--- config.mk ---
export PLATFORM = sky130hd
export DESIGN_NAME = bip_control
export DESIGN_NICKNAME = d
export VERILOG_FILES = /design/src/rtl/bip_control.sv
export SDC_FILE = /design/constraint.sdc
export NUM_CORES = 1
export LEC_CHECK = 0
export CAP_MARGIN = 20
export CORE_MARGIN = 1.5
export CORE_UTILIZATION = 46
export CTS_BUF_LIST = sky130_fd_sc_hd__clkbuf_8 sky130_fd_sc_hd__clkbuf_16
export DETAILED_ROUTE_END_ITERATION = 16
export GPL_ROUTABILITY_DRIVEN = 0
export MAX_ROUTING_LAYER = met4
export PLACE_DENSITY = 0.88
export SYNTH_ARGS = -nofsm -noshare
export SYNTH_HDL_FRONTEND = slang
export SYNTH_SLANG_ARGS = --single-unit
--- constraint.sdc ---
create_clock -name clk -period 2.1 [get_ports clk]
set_input_delay 0.315 -clock clk [delete_from_list [all_inputs] [get_ports clk]]
set_output_delay 0.315 -clock clk [all_outputs]
set_load 0.01 [all_outputs]
--- src/rtl/bip_control.sv ---
// Instruction-sequencing control for the BIP core: fetches and decodes one
// instruction at a time and drives the accumulator datapath and data-memory strobes.
module bip_control #(
    parameter int ADDRESS_BITS = 11,
    parameter int DATA_BITS    = 16,
    parameter int COUNT_BITS   = 16
) (
    input  logic                    clk,
    input  logic                    rst,
    input  logic                    i_start,
    input  logic [DATA_BITS-1:0]    i_instruction,
    output logic [ADDRESS_BITS-1:0] o_pc,
    output logic [ADDRESS_BITS-1:0] o_operand,
    output logic [1:0]              o_sel_a,
    output logic                    o_sel_b,
    output logic                    o_operation,
    output logic                    o_write_acc,
    output logic                    o_read_mem,
    output logic                    o_write_mem,
    output logic                    o_halted,
    output logic [COUNT_BITS-1:0]   o_cycle_count,
    output logic [2:0]              o_state
);

    localparam int OPC_BITS = DATA_BITS - ADDRESS_BITS;

    localparam logic [OPC_BITS-1:0] OP_HLT  = OPC_BITS'(0);
    localparam logic [OPC_BITS-1:0] OP_STO  = OPC_BITS'(1);
    localparam logic [OPC_BITS-1:0] OP_LD   = OPC_BITS'(2);
    localparam logic [OPC_BITS-1:0] OP_LDI  = OPC_BITS'(3);
    localparam logic [OPC_BITS-1:0] OP_ADD  = OPC_BITS'(4);
    localparam logic [OPC_BITS-1:0] OP_ADDI = OPC_BITS'(5);
    localparam logic [OPC_BITS-1:0] OP_SUB  = OPC_BITS'(6);
    localparam logic [OPC_BITS-1:0] OP_SUBI = OPC_BITS'(7);

    typedef enum logic [2:0] {
        S_IDLE   = 3'd0,
        S_FETCH  = 3'd1,
        S_DECODE = 3'd2,
        S_MEM    = 3'd3,
        S_EXEC   = 3'd4,
        S_HALT   = 3'd5
    } state_t;

    state_t                  r_state;
    state_t                  w_next;
    logic [ADDRESS_BITS-1:0] r_pc;
    logic [DATA_BITS-1:0]    r_ir;
    logic [COUNT_BITS-1:0]   r_cycle_count;
    logic [OPC_BITS-1:0]     w_fetch_opc;
    logic [OPC_BITS-1:0]     w_ir_opc;
    logic                    w_active;

    assign w_fetch_opc = i_instruction[DATA_BITS-1:ADDRESS_BITS];
    assign w_ir_opc    = r_ir[DATA_BITS-1:ADDRESS_BITS];
    assign w_active    = (r_state == S_FETCH) || (r_state == S_DECODE) ||
                         (r_state == S_MEM)   || (r_state == S_EXEC);

    assign o_pc          = r_pc;
    assign o_operand     = r_ir[ADDRESS_BITS-1:0];
    assign o_cycle_count = r_cycle_count;
    assign o_state       = r_state;

    always_ff @(posedge clk or posedge rst) begin
        if (rst) begin
            r_state       <= S_IDLE;
            r_pc          <= '0;
            r_ir          <= '0;
            r_cycle_count <= '0;
        end else begin
            r_state <= w_next;
            if (r_state == S_DECODE) begin
                r_ir <= i_instruction;
            end
            if (r_state == S_EXEC) begin
                r_pc <= r_pc + ADDRESS_BITS'(1);
            end
            if (w_active && (r_cycle_count != {COUNT_BITS{1'b1}})) begin
                r_cycle_count <= r_cycle_count + COUNT_BITS'(1);
            end
        end
    end

    // Next-state looks at the fetched word; datapath controls only at the latched IR.
    always_comb begin
        w_next      = r_state;
        o_sel_a     = 2'd0;
        o_sel_b     = 1'b0;
        o_operation = 1'b0;
        o_write_acc = 1'b0;
        o_read_mem  = 1'b0;
        o_write_mem = 1'b0;
        o_halted    = 1'b0;
        case (r_state)
            S_IDLE: begin
                if (i_start) begin
                    w_next = S_FETCH;
                end
            end
            S_FETCH: begin
                w_next = S_DECODE;
            end
            S_DECODE: begin
                case (w_fetch_opc)
                    OP_HLT:                 w_next = S_HALT;
                    OP_LD, OP_ADD, OP_SUB:  w_next = S_MEM;
                    default:                w_next = S_EXEC;
                endcase
            end
            S_MEM: begin
                o_read_mem = 1'b1;
                w_next     = S_EXEC;
            end
            S_EXEC: begin
                w_next = S_FETCH;
                case (w_ir_opc)
                    OP_STO: o_write_mem = 1'b1;
                    OP_LD: begin
                        o_write_acc = 1'b1;
                        o_sel_a     = 2'd0;
                    end
                    OP_LDI: begin
                        o_write_acc = 1'b1;
                        o_sel_a     = 2'd1;
                    end
                    OP_ADD, OP_ADDI, OP_SUB, OP_SUBI: begin
                        o_write_acc = 1'b1;
                        o_sel_a     = 2'd2;
                        o_sel_b     = w_ir_opc[0];
                        o_operation = w_ir_opc[1];
                    end
                    default: ;
                endcase
            end
            S_HALT: begin
                o_halted = 1'b1;
            end
            default: begin
                w_next = S_IDLE;
            end
        endcase
    end

endmodule

; Yosys cells after proc, flatten, opt, wreduce, memory -nomap -nowiden
; Cells that the tools add are included.
[totals]
regBits = 46
wordCells = 49
input_bits = 19
output_inout_bits = 49
[op_classes]
n_mux = 15
bitwise = 1
n_eq_ne = 17
add_sub_neg = 2
reduce_logical = 10
[ops]
columns = cell, count
row1 = $eq A5 B3 Y1 const B, 6
row2 = $pmux W3 S6, 1
row3 = $add A16 B1 Y16 const B, 1
row4 = $ne A16 B16 Y1 const B, 1
row5 = $eq A5 B2 Y1 const B, 3
row6 = $add A11 B1 Y11 const B, 1
row7 = $mux W1, 10
row8 = $eq A3 B2 Y1 const B, 2
row9 = $eq A3 B3 Y1 const B, 2
row10 = $pmux W3 S2, 1
row11 = $reduce_or A6 Y1, 1
row12 = $eq A5 B1 Y1 const B, 1
row13 = $logic_not A5 Y1, 1
row14 = $pmux W2 S2, 1
row15 = $reduce_or A4 Y1, 1
row16 = $eq A3 B1 Y1 const B, 1
row17 = $logic_not A3 Y1, 1
row18 = $logic_or A1 B1 Y1, 3
row19 = $mux W3, 1
row20 = $reduce_or A3 Y1, 1
row21 = $mux W2, 1
row22 = $ne A2 B2 Y1 const B, 1
row23 = $reduce_and A2 Y1, 1
row24 = $logic_and A1 B1 Y1, 1
row25 = $not A1 Y1, 1

; Depth between registers and ports, before layout
; Gate-level depths: netlist of the first run.
[depth]
word_depth = 5
ltp_mapped = 5
ltp_nobuf = 5

; Worst setup path before layout of the first run
; Ideal clock, no wire load.
[synth_timing]
kind = flip-flop to output port
startpoint = reg r_state[1] (netlist: o_state[1])
endpoint = out o_sel_a[0]
required_time_ns = 1.785
setup_slack_ns = 0.099
path_stages_with_launch = 6
arrival_time_ns = 1.686
n_path_buf = 1
cell_sequence = dfrtp_1 buf_6 nor3b_2 nor3b_1 nand2_1 nor3b_1
[synth_between]
elab_chain_len = 2
[synth_rtl]
columns = element, line_no
row1 = start: declaration, 45  ; state_t r_state;
row2 = start signal: assignment, 71  ; r_state <= w_next;
row3 = $eq A3 B3 Y1, 94  ; case (r_state)
row4 = $mux W2, 94
row5 = end: declaration, 14  ; output logic [1:0] o_sel_a,
; Every way passes these cells.

; Final worst setup path of the first run
[layout_timing]
startpoint = reg r_state[2] (netlist: o_state[2])
endpoint = out o_read_mem
[layout_between]
elab_chain_len = 2
[layout_rtl]
columns = element, line_no
row1 = $eq A3 B2 Y1, 94
row2 = $mux W1, 94
row3 = end: declaration, 18  ; output logic o_read_mem,
; Every way passes these cells.

==> reports/qor.csv, run 1 <==
stage;metric;value;unit
layout;area_growth_syn_to_layout;36.4;%
cts;clock-sinks;46;
yosys;synth_edf_count;0;
timing;rsz0062_at_grt;false;
routing;drc;6;
placed_design;dpl_cell_area;2890;µm²
yosys;avgSynthCellArea;12.0;µm²
yosys;synthFlopType;dfrtp_1;
floorplanning;start_util;49.1;%
timing;hold_violations;0;
layout;design_area;2980;µm²
setup_path;crit_family;buffers and inverters;
setup_path;crit_buf_inv;2;
routing;routed_wl;4390;µm
routing;wire_per_inst;14.6;µm
layout;nNetsFinal;270;
timing;fmax;0.503;GHz
pwr;power.density;1150;nW/µm²
setup_path;critPathMaxFanout;7;
timing;clock_skew;0.00724;ns
timing;finalCritPeriodShare;94.6;%
cts;cts_root_buf;clkbuf_8;
layout;drive_gt1_share;17.7;%
floorplanning;rows;24;
run;cap_violations;0;
timing;finalSetupViolations;0;
timing;drv_slew;0;
pwr;vdd_ir_drop_max;0.000669;V
layout;layout_commonest_cell;clkdlybuf4s50_1;
min_path;min_path_type;input port to asynchronous set/reset pin;
setup_path;path_class;flop to output pin;
routing;ant_nets;0;
yosys;yosysUniqueCellTypes;36;
routing;vias;1580;
yosys;seq_area_frac_synth;52.8;%
cts;clk_path_buf_depth;2;
cts;clock_latency;0.29;ns
floorplanning;ioPinCount;68;
floorplanning;die_w;71.9;µm
floorplanning;dieHeight;71.9;µm
yosys;syn_area;2180;µm²
yosys;synth-seq-cells;46;
cts;cts_tree;yes;
outcome;status;finished with violations;
timing;slew_headroom;74.1;%
cts;cts_hold_buffers;0;
yosys;synthCells;181;
cts;cts-buffers-inserted;5;
placed_design;dp.cells;294;
outcome;violations;DRC;
yosys;ys_warn_count;0;
setup_path;cp.arrival;1.67;ns
floorplanning;die-area;5160;µm²
placed_design;dp_hpwl;3290;µm
grt;antenna_found_initial;0;
grt;grt_pass1_wl;7490;µm
timing;worstMarginPinSlew;0.386;ns
timing;fin_setup_tns;0;ns
setup_path;start_kind;flop;
floorplanning;core;4440;µm²
yosys;syn_nets;202;
layout;diodes;0;
setup_path;crit_required;1.78;ns
routing;drt-initial-drc-count;51;
placed_design;dpl_worst_slack;0.0742;ns
placed_design;portBuffers;67;
layout;layout_common_cells;clkdlybuf4s50_1, dfrtp_1, mux2_2;
setup_path;cpPeakStageDelay;0.54;ns
grt;grt.overflow.total;0;
cts;htreeDepth;2;
layout;final_cells;300;
grt;grt_max_degree;47;
setup_path;path_cells;buf_4 > nand2b_1 > nor2_1 > clkdlybuf4s50_1;
routing;viasPerCell;5.27;
setup_path;critPathCaptureType;output pin;
setup_path;crit_path_top_delay_cell;clkdlybuf4s50_1;
timing;finalWorstSetupSlack;0.113;ns
grt;grt_pass1_vias;1560;
timing;fin_crit;1.99;ns
routing;drtPass1Iterations;10;
cts;clk_pin_slew_worst_paths;0.08;ns
yosys;synthArstFlopShare;100;%
pwr;p_leak;1.30;nW
grt;grt_usage;19.1;%
[final cells by class]
| type | count | area, µm² |
|---|---|---|
| fill | 339 | 1470 |
| sequential | 46 | 1150 |
| multi-input combinational | 117 | 921 |
| timing repair buffer | 76 | 744 |
| clock buffer | 6 | 82.6 |
| tap | 52 | 65.1 |
| inverter | 3 | 11.3 |
[what timing repair did]
action                     CTS  global route
setup endpoints to repair    6             2
pin swaps                    0             1
gates resized for setup      7             2
buffers inserted             0             0
[per-stage QoR]
step                hold slack (ns)  utilization (%)  total power (W)
floorplan                     0.467                -          0.00231
global placement              0.460             65.0          0.00285
detailed placement            0.484             65.0          0.00292
CTS                           0.386             66.8          0.00344
global route                  0.403             66.9          0.00363
finish                        0.375             66.9          0.00341
[routing by layer]
metal	up-vias	wire length, µm	track usage (%)	share of wire [%]
li1	762	-	-	-
met3	5	240	3.09	5.5
met1	766	1900	24.9	43
met4	0	57	6.92	1.3
met5	-	0	-	0
met2	47	2190	30.5	50
[kinds of logic (layout without fill, tap and decap cells)]
kind of cell	count (synthesis)	after routing	synth area share (%)
AND/OR/NAND/NOR	61	61	17.5
XOR/XNOR	23	23	9.24
buffers and inverters	18	85	5.45
multiplexers	19	19	9.75
flip-flops	46	46	52.8
AO/OA/AOI/OAI	12	12	4.13
adder cells (fa/ha/maj)	2	2	1.15
[worst reg2reg max path, cell delays in order, from the launching register on]
cell and delay, ns:
dfrtp_1 0.39, buf_4 0.17, o21a_4 0.22, or4_4 0.60
nor4_4 0.16, xor2_1 0.18
[cells in the mapped netlist, types with 2 or more instances]
cell type  count  area, µm²
and2_1         2       12.5
and3_1        10       62.6
and4_1         3       26.3
buf_2          2       10.0
buf_4         11       82.6
dfrtp_1       46       1150
ha_1           2       25.0
inv_1          3       11.3
mux2_2        18        203
nand2_1        9       33.8
nand3_1        8       40.0
nand4_1        4       25.0
nor2_1         9       33.8
nor3_1         3       15.0
nor3_2         2       20.0
nor3b_1        3       22.5
nor3b_2        2       25.0
o211ai_1       4       30.0
o21a_1         2       15.0
xnor2_1       17        149
xor2_1         6       52.6
[registers in the layout (all words and copies together) (netlist names)]
signal and count:
r_ir 16, o_pc 11, o_state 3, o_cycle_count 16
[final timing paths]
kind	slack, ns	to	from	depth (start not counted)
setup / recovery	0.11	o_read_mem	o_state[2]	4
hold / removal	0.38	r_ir[4]	rst	3
setup reg to reg	0.30	o_cycle_count[14]	o_state[1]	5
hold reg to reg	0.50	o_pc[6]	o_pc[6]	1
max in group asynchronous	1.51	o_pc[1]	rst	3
min in group clk	0.50	o_pc[6]	o_pc[6]	1
[power breakdown]
| part | internal [W] | total (W) | switching [W] |
|---|---|---|---|
| logic | 0.000875 | 0.00145 | 0.000572 |
| registers | 0.00118 | 0.00145 | 0.000261 |
| clock network | 0.000254 | 0.000520 | 0.000266 |
No activity file was read; power rests on OpenSTA's default activity.
==> run 2: changes to the inputs <==
--- a/config.mk
+++ b/config.mk
@@ -5,14 +5,16 @@
 export SDC_FILE = /design/constraint.sdc
 export NUM_CORES = 1
 export LEC_CHECK = 0
+export ABC_AREA = 1
 export CAP_MARGIN = 20
+export CORE_ASPECT_RATIO = 0.9
 export CORE_MARGIN = 1.5
-export CORE_UTILIZATION = 46
+export CORE_UTILIZATION = 48
 export CTS_BUF_LIST = sky130_fd_sc_hd__clkbuf_8 sky130_fd_sc_hd__clkbuf_16
 export DETAILED_ROUTE_END_ITERATION = 16
 export GPL_ROUTABILITY_DRIVEN = 0
 export MAX_ROUTING_LAYER = met4
-export PLACE_DENSITY = 0.88
+export PLACE_DENSITY = 0.89
 export SYNTH_ARGS = -nofsm -noshare
 export SYNTH_HDL_FRONTEND = slang
 export SYNTH_SLANG_ARGS = --single-unit
==> reports/qor.csv, run 2 <==
stage;metric;value;unit
timing;fin_setup_tns;0;ns
timing;drv_slew;0;
cts;cts_root_buf;clkbuf_8;
timing;slew_headroom;60.8;%
placed_design;portBuffers;67;
layout;layout_common_cells;nand2_1, clkdlybuf4s50_1, dfrtp_1;
cts;cts_tree;yes;
pwr;power.density;525;nW/µm²
grt;grt_pass1_vias;2188;
layout;drive_gt1_share;9.74;%
setup_path;crit_required;1.78;ns
cts;cts_hold_buffers;0;
grt;grt.overflow.total;0;
yosys;synthFlopType;dfrtp_1;
cts;clk_pin_slew_worst_paths;0.09;ns
cts;htreeDepth;2;
yosys;yosysUniqueCellTypes;26;
yosys;synth_edf_count;0;
run;cap_violations;0;
layout;area_growth_syn_to_layout;33.2;%
placed_design;dp_hpwl;4140;µm
yosys;yosysTopAreaCellShare;46.1;%
setup_path;critPathCaptureType;output pin;
yosys;syn_nets;338;
outcome;status;completed;
routing;drtPass1Iterations;5;
timing;hold_violations;0;
floorplanning;die-area;5640;µm²
layout;nNetsFinal;400;
cts;clk_path_buf_depth;2;
layout;layout_commonest_cell;nand2_1;
yosys;synth_area_leaders;dfrtp_1, nand2_1, inv_1;
timing;finalWorstSetupSlack;0.0868;ns
min_path;min_path_type;input port to asynchronous set/reset pin;
floorplanning;die_w;79.0;µm
setup_path;cp.arrival;1.70;ns
floorplanning;core;4920;µm²
grt;antenna_found_initial;0;
routing;wire_per_inst;12.7;µm
yosys;syn_area;2500;µm²
floorplanning;rows;24;
pwr;p_leak;1.49;nW
grt;grt_pass1_wl;9620;µm
yosys;synthArstFlopShare;100;%
pwr;vdd_ir_drop_max;0.000529;V
cts;cts-buffers-inserted;5;
yosys;ys_warn_count;0;
setup_path;critPathMaxFanout;2;
floorplanning;start_util;50.7;%
timing;finalSetupViolations;0;
yosys;avgSynthCellArea;7.87;µm²
timing;clock_skew;0.00289;ns
setup_path;start_kind;flop;
yosys;yosysMostFrequentCell;nand2_1;
grt;grt_usage;22.1;%
cts;clock-sinks;46;
yosys;synthCells;317;
routing;viasPerCell;4.96;
routing;vias;2209;
yosys;seq_area_frac_synth;46.1;%
floorplanning;dieHeight;71.4;µm
yosys;yosys-top-cells-count;nand2_1, dfrtp_1, inv_1;
timing;finalCritPeriodShare;95.9;%
routing;routed_wl;5660;µm
placed_design;dpl_worst_slack;0.208;ns
layout;fillers;406;
yosys;synth-seq-cells;46;
setup_path;path_class;flop to output pin;
timing;fmax;0.497;GHz
timing;worstMarginPinSlew;0.585;ns
routing;drt-initial-drc-count;159;
grt;grt_max_degree;47;
cts;clock_latency;0.29;ns
routing;ant_nets;0;
layout;diodes;0;
yosys;yosys.area.top_type;dfrtp_1;
floorplanning;ioPinCount;68;
timing;rsz0062_at_grt;false;
timing;fin_crit;2.01;ns
routing;drc;0;
-- run 2: repair_timing --
action / in CTS / in global routing
buffers inserted: 2 / 0
gates resized for setup: 5 / 2
pin swaps: 0 / 0
setup endpoints to repair: 4 / 2
-- run 2: layout make-up --
| class | count | area, µm² | area share [%] |
|---|---|---|---|
| Tap cell | 65 | 81.3 | 2.45 |
| Inverter | 33 | 124 | 3.73 |
| Timing Repair Buffer | 71 | 712 | 21.4 |
| Clock inverter | 2 | 60.1 | 1.81 |
| Sequential cell | 46 | 1150 | 34.6 |
| Clock buffer | 6 | 82.6 | 2.48 |
| Multi-Input combinational cell | 222 | 1110 | 33.5 |
-- run 2: logic make-up after synthesis --
| group | Yosys count | synth area share, % |
|---|---|---|
| AO/OA/AOI/OAI | 19 | 5.11 |
| XOR/XNOR | 13 | 4.56 |
| flip-flops | 46 | 46.1 |
| AND/OR/NAND/NOR | 188 | 33.4 |
| adder cells (fa/ha/maj) | 2 | 1.00 |
| buffers and inverters | 49 | 9.77 |
-- run 2: worst max-delay path: stages (launching register included) --
cell and delay (ns):
dfrtp_1 0.40, nor3_1 0.23, inv_1 0.09, a21oi_1 0.13
clkdlybuf4s50_1 0.55
-- run 2: power breakdown --
group | switching [W] | total (W) | internal, W | leakage [nW]
clock network | 0.000296 | 0.000803 | 0.000508 | 0.0714
logic | 0.0000243 | 0.0000581 | 0.0000338 | 0.872
registers | 0 | 0.000885 | 0.000885 | 0.549
-- run 2: final timing paths --
kind / from / end / slack (ns) / depth (start not counted)
min in group clk: r_ir[6] / r_ir[6] / 0.47 / 2
max in group asynchronous: rst / o_pc[10] / 1.53 / 3
worst max register to register: o_state[2] / r_ir[2] / 0.24 / 6
worst min-delay path: rst / o_cycle_count[4] / 0.36 / 3
worst max-delay path: r_ir[15] / o_write_acc / 0.09 / 4
worst min register to register: r_ir[6] / r_ir[6] / 0.47 / 2
-- run 2: per-stage QoR --
step                      utilization (%)  area (µm²)  power [W]  cells  hold WS (ns)
after floorplan                         -        2500   0.000917    317         0.432
after global placement               64.1        3160   0.000962    435         0.454
after detailed placement             64.1        3160   0.000962    435         0.458
after CTS                            67.4        3320    0.00176    445         0.376
after global routing                 67.5        3320    0.00180    445         0.383
final                                67.5        3320    0.00175    445         0.359
-- run 2: routing by layer --
| layer | global-route usage [%] | share of wire, % | wire [µm] |
|---|---|---|---|
| met1 | 27.7 | 44 | 2480 |
| met2 | 36.2 | 49 | 2790 |
| met3 | 3.95 | 4.5 | 257 |
| met4 | 7.80 | 2.2 | 127 |
| met5 | - | 0 | 0 |
==> run 3: changes to the inputs <==
--- a/config.mk
+++ b/config.mk
@@ -15,6 +15,7 @@
 export GPL_ROUTABILITY_DRIVEN = 0
 export MAX_ROUTING_LAYER = met4
 export PLACE_DENSITY = 0.89
+export SLEW_MARGIN = 20
 export SYNTH_ARGS = -nofsm -noshare
 export SYNTH_HDL_FRONTEND = slang
 export SYNTH_SLANG_ARGS = --single-unit
==> results of run 3 <==
Same layout as run 2: the final DEF is identical, and so are final timing and power.
